## src/rtl/enc_pkt_sched.sv

```systemverilog
// Round-robin scheduler feeding one 8b/10b packet encoder from NREQ byte streams.
// Optional stall timeout is compiled in with `define SCHED_TIMEOUT_EN.
module enc_pkt_sched #(
  parameter int NREQ    = 4,
  parameter int GAP     = 2,
  parameter int TIMEOUT = 16
) (
  input  logic              clk,
  input  logic              reset,
  input  logic [NREQ-1:0]   req_valid,
  input  logic [8*NREQ-1:0] req_data,
  input  logic [NREQ-1:0]   req_last,
  output logic [NREQ-1:0]   req_ready,
  output logic              enc_pushin,
  output logic [8:0]        enc_datain,
  output logic              enc_startin,
  output logic [2:0]        grant_id,
  output logic              busy,
  output logic              err_bc
);
  localparam logic [8:0] K28_1 = 9'h13C;
  localparam logic [8:0] EOPW  = 9'h0BC;

  typedef enum logic [2:0] {
    S_IDLE, S_PRE, S_DATA, S_EOP, S_TRAIL, S_GAP, S_DROP
  } state_t;

  state_t          state, state_nxt;
  logic [3:0]      cnt, cnt_nxt;
  logic [2:0]      ptr, ptr_nxt, grant_nxt, pick;
  logic            found;
  logic            push_nxt, start_nxt, err_nxt;
  logic [8:0]      data_nxt;
  logic [7:0]      vld8, lst8;
  logic [7:0][7:0] dat8;
  logic            gvalid, glast;
  logic [7:0]      gbyte;

`ifdef SCHED_TIMEOUT_EN
  localparam int TW = $clog2(TIMEOUT + 1);
  logic [TW-1:0] to_cnt, to_nxt;
`endif

  // Widen request lines to 8 so a 3-bit index is always in range.
  always_comb begin
    vld8 = '0;
    lst8 = '0;
    dat8 = '0;
    for (int i = 0; i < NREQ; i++) begin
      vld8[i] = req_valid[i];
      lst8[i] = req_last[i];
      dat8[i] = req_data[8*i +: 8];
    end
  end

  assign gvalid = vld8[grant_id];
  assign glast  = lst8[grant_id];
  assign gbyte  = dat8[grant_id];

  // First valid requester at or after the pointer, wrapping at NREQ.
  always_comb begin
    found = 1'b0;
    pick  = ptr;
    for (int k = 0; k < NREQ; k++) begin
      int t;
      t = int'(ptr) + k;
      if (t >= NREQ) t = t - NREQ;
      if (!found && vld8[3'(t)]) begin
        found = 1'b1;
        pick  = 3'(t);
      end
    end
  end

  always_comb begin
    state_nxt = state;
    cnt_nxt   = cnt;
    ptr_nxt   = ptr;
    grant_nxt = grant_id;
    push_nxt  = 1'b0;
    data_nxt  = '0;
    start_nxt = 1'b0;
    err_nxt   = 1'b0;
`ifdef SCHED_TIMEOUT_EN
    to_nxt    = to_cnt;
`endif
    case (state)
      S_IDLE: if (found) begin
        grant_nxt = pick;
        state_nxt = S_PRE;
        cnt_nxt   = '0;
      end
      S_PRE: begin
        push_nxt  = 1'b1;
        data_nxt  = K28_1;
        start_nxt = (cnt == 4'd0);
        if (cnt == 4'd3) begin
          state_nxt = S_DATA;
          cnt_nxt   = '0;
`ifdef SCHED_TIMEOUT_EN
          to_nxt    = '0;
`endif
        end else begin
          cnt_nxt = cnt + 4'd1;
        end
      end
      S_DATA: begin
        if (gvalid) begin
          push_nxt = 1'b1;
          data_nxt = {1'b0, gbyte};
`ifdef SCHED_TIMEOUT_EN
          to_nxt   = '0;
`endif
          // A payload 0xBC already reads as the end marker downstream.
          if (gbyte == 8'hBC) begin
            err_nxt   = 1'b1;
            state_nxt = glast ? S_TRAIL : S_DROP;
            cnt_nxt   = '0;
          end else if (glast) begin
            state_nxt = S_EOP;
          end
        end
`ifdef SCHED_TIMEOUT_EN
        else if (to_cnt == TW'(TIMEOUT - 1)) begin
          push_nxt  = 1'b1;
          data_nxt  = EOPW;
          err_nxt   = 1'b1;
          state_nxt = S_DROP;
        end else begin
          to_nxt = to_cnt + TW'(1);
        end
`endif
      end
      S_EOP: begin
        push_nxt  = 1'b1;
        data_nxt  = EOPW;
        state_nxt = S_TRAIL;
        cnt_nxt   = '0;
      end
      S_TRAIL: begin
        if (cnt == 4'd4) begin
          ptr_nxt   = (grant_id == 3'(NREQ - 1)) ? 3'd0 : grant_id + 3'd1;
          state_nxt = (GAP == 0) ? S_IDLE : S_GAP;
          cnt_nxt   = '0;
        end else begin
          cnt_nxt = cnt + 4'd1;
        end
      end
      S_GAP: begin
        if (cnt == 4'(GAP - 1)) begin
          state_nxt = S_IDLE;
          cnt_nxt   = '0;
        end else begin
          cnt_nxt = cnt + 4'd1;
        end
      end
      S_DROP: if (gvalid && glast) begin
        state_nxt = S_TRAIL;
        cnt_nxt   = '0;
      end
      default: state_nxt = S_IDLE;
    endcase
  end

  // Handshake and busy are registered from the next state so they line up
  // with the state that actually consumes the byte.
  always_ff @(posedge clk) begin
    if (reset) begin
      state       <= S_IDLE;
      cnt         <= '0;
      ptr         <= '0;
      grant_id    <= '0;
      req_ready   <= '0;
      enc_pushin  <= 1'b0;
      enc_datain  <= '0;
      enc_startin <= 1'b0;
      busy        <= 1'b0;
      err_bc      <= 1'b0;
`ifdef SCHED_TIMEOUT_EN
      to_cnt      <= '0;
`endif
    end else begin
      state       <= state_nxt;
      cnt         <= cnt_nxt;
      ptr         <= ptr_nxt;
      grant_id    <= grant_nxt;
      req_ready   <= (state_nxt == S_DATA || state_nxt == S_DROP)
                     ? NREQ'(NREQ'(1) << grant_nxt) : '0;
      enc_pushin  <= push_nxt;
      enc_datain  <= data_nxt;
      enc_startin <= start_nxt;
      busy        <= !(state_nxt == S_IDLE || state_nxt == S_GAP);
      err_bc      <= err_nxt;
`ifdef SCHED_TIMEOUT_EN
      to_cnt      <= to_nxt;
`endif
    end
  end
endmodule

```

## config.mk

```make
export PLATFORM = sky130hd
export DESIGN_NAME = enc_pkt_sched
export DESIGN_NICKNAME = d
export VERILOG_FILES = /design/src/rtl/enc_pkt_sched.sv
export SDC_FILE = /design/constraint.sdc
export NUM_CORES = 1
export LEC_CHECK = 0
export CORE_MARGIN = 5
export CORE_UTILIZATION = 40
export DETAILED_ROUTE_END_ITERATION = 8
export HOLD_SLACK_MARGIN = 0.12
export PLACE_DENSITY = 0.72
export SETUP_SLACK_MARGIN = 0.3
export SYNTH_ARGS = -nofsm -noshare
export SYNTH_HDL_FRONTEND = slang
export SYNTH_SLANG_ARGS = --single-unit
```

## constraint.sdc

```tcl
create_clock -name clk -period 3.8 [get_ports clk]
set_clock_uncertainty 0.2 [all_clocks]
set_input_delay 0.57 -clock clk [delete_from_list [all_inputs] [get_ports clk]]
set_output_delay 0.57 -clock clk [all_outputs]
set_load 0.05 [all_outputs]
```

==> flow_summary.toml <==
[critical_path]
worst-path-max-fanout = 7
r2r_end = "req_ready[2]"
cp_slowest_cell = "mux4_1"
required_ps = 3810
critPathKind = "flip-flop to flip-flop"
r2r-start = "ptr[1]"
cp-start-kind = "flip-flop"
path_cells = "inv_1 -> ha_1 -> mux4_1 -> nand2_1 -> a31oi_2 -> a211o_1 -> or4_4 -> nor3_1"
worstRegToRegCells = 8
end_kind = "flip-flop"
cp_slowest_stage_delay_ps = 620
arrival_ps = 3150
ff2ff_setup_slack_ps = 660

[synthesis]
synth_area_um2 = 1850
synth_flop_cell = "dfxtp_1"
synth_area_leader_cell = "dfxtp_1"
ys_ff_latch = 30
syn_inst = 203
synth_edf_count = 0
yosys_warnings = 0
syn_area_per_cell_um2 = 9.10
synth_top_cell_area_share = 0.325
synthArstFlopShare = 0
ys_types = 45
seq_area_frac_synth = 0.325
yosys-top-cells-area = "dfxtp_1 (32%), mux4_2 (11%), nor2_1 (4.5%), ha_1 (4.1%), o21ai_0 (3.5%)"
synth_nets = 251

[routing]
wl_per_cell_um = 15.4
dr.pass1.iters = 4
vias = 1733
drtIter0Drc = 66
ant_nets = 0
vias_per_cell = 5.47
wl_um = 4870
drc = 0

[timing]
fin_hold_ws_ps = 344
fin_ws_ps = 657
hold_viol_final = 0
slew_violations = 0
finalSetupViolations = 0
tightest_slew_ps = 618
rsz0062_at_grt = "false"
fin_crit_ps = 3140
fmax_mhz = 318
relSlewSlack = 0.588
min_period_over_period = 0.827
setup_tns_ps = 0

[pwr]
ir_drop_mv = 0.145
cellLeakagePower_nw = 0.963
swShare = 0.279
seqPwrFrac = 0.432
combPwrFrac = 0.221
p_per_area_nw_per_um2 = 301
power_frac_clock = 0.347
internal_power_mw = 0.561
power_switching_mw = 0.218

[min_path]
hold_start = "cnt[1]"
worstHoldPathType = "flip-flop to flip-flop"
whs_endpoint = "cnt[1]"
whs_path_depth = 2

[floorplanning]
start_util = 0.419
dieWidth_um = 78.0
fp.dieH_um = 78.0
core_um2 = 4410
io_pins = 62
dieArea_um2 = 6080
num_rows = 24

[placed_design]
place_congestion = 0.790
dp_hpwl_um = 3880
portBuffers = 61
place_ws_ps = 473

[clock_network]
cts-root-buf = "clkbuf_8"
ctsResizeCount = 0
hold_buffers = 0
post_cts.repair.setup_buffers = 0
cts_made_buffers = 5
clk-insertion-delay-late_ps = 290
htree_num_levels = 2
cts_tree = "yes"
path_clk_slew_ps = 70
clock_sinks = 30
cts_buffer_depth = 2

[job]
maxCapViolCount = 0

[grt]
track_usage = 0.161
grt_pass1_wl_um = 7980
gr-total-overflow = 0
grt_max_degree = 18
antenna_found_initial = 0
grt_pass1_vias = 1725

[finish]
n_antenna_cell = 0
layout-drive-gt1-share = 0.140
final_util = 0.586
area_delta_synth_final_pct = 39.9
nNetsFinal = 312

[run_status]
status = "complete, no violations"
## layout by cell type (no fill, tap or decap), types with 6 or more instances in the layout
cell,instances
nor2_1,22
nor3_1,12
inv_1,8
o21ai_0,13
clkbuf_8,6
clkdlybuf4s50_1,61
ha_1,6
nand2_1,15
dfxtp_1,30
a21oi_1,9
nand3_1,7
mux4_2,9
## stage by stage
stage | area [µm²] | std cells | power, mW
2_1_floorplan | 1850 | 203 | 0.441
6_report | 2580 | 317 | 0.779
3_5_place_dp | 2490 | 309 | 0.517
4_1_cts | 2580 | 317 | 0.789
5_1_grt | 2580 | 317 | 0.816
3_3_place_gp | 2490 | 309 | 0.515
## worst max path at each step
stage                     slack, ps    startpoint           end  cells past startpoint
after global placement          570  req_valid[2]  req_ready[1]                      7
after global routing            460        ptr[1]  req_ready[2]                      8
after floorplan                 800   grant_id[0]  req_ready[0]                      7
final                           660        ptr[1]  req_ready[2]                      8
after CTS                       650        ptr[1]  req_ready[2]                      8
after detailed placement        470  req_valid[3]  req_ready[2]                      7
## routing by layer
metal	wire length, µm	GRT usage	vias up
met5	0	0	-
met4	85	0.0557	0
met3	419	0.0625	7
met1	2150	0.198	797
li1	-	-	868
met2	2220	0.257	61
## power groups by stage
stage	logic [mW]	clock network [mW]	registers, mW
floorplan	0.0780	0	0.363
global placement	0.171	0	0.344
detailed placement	0.173	0	0.344
CTS	0.174	0.279	0.337
global route	0.185	0.292	0.338
finish	0.172	0.270	0.337
## logic make-up (layout without fill, tap and decap cells)
group	Yosys count	after routing	share of synthesized area
AOI/OAI and AO/OA	37	37	0.133
muxes	18	18	0.179
and+or+nand+nor	94	94	0.276
DFF	30	30	0.325
adders and majority gates	6	6	0.0406
buffers and inverters	18	80	0.0467
## worst max-delay path: cells and delay by family, from the launching register on
family	cells	cell delay (ps)
simple gates	3	880
mux	1	620
flops	1	440
compound gates	2	400
fa+ha+maj	1	380
buf+inv	1	140
## layout make-up
class                           count  area (µm²)
Fill cell                         395        1830
Tap cell                           52        65.1
Multi-Input combinational cell    155        1160
Clock inverter                      2        12.5
Clock buffer                        6        82.6
Inverter                            8        30.0
Sequential cell                    30         601
Timing Repair Buffer               64         633
## state kept, by name (all words and copies together), names as in the netlist
register and cells:
enc_startin 1, busy 1, cnt 4, req_ready 4, err_bc 1, grant_id 3
state 3, enc_datain 9, ptr 3, enc_pushin 1
## synthesized netlist by cell type, types with 2 or more instances
master and count:
a21oi_1 9, a31oi_1 3, and2_1 5, and2_2 2
and2b_2 2, and3_1 3, buf_2 2, buf_6 2
clkbuf_1 5, dfxtp_1 30, ha_1 6, inv_1 8
mux2_2 4, mux2i_1 3, mux4_1 2, mux4_2 9
nand2_1 15, nand2b_1 4, nand3_1 7, nand4_1 2
nor2_1 22, nor2b_1 4, nor3_1 12, nor3b_1 5
o21ai_0 13, o22ai_1 2, o2bb2ai_1 2, or2_2 3
Power figures use the tool's default switching activity.
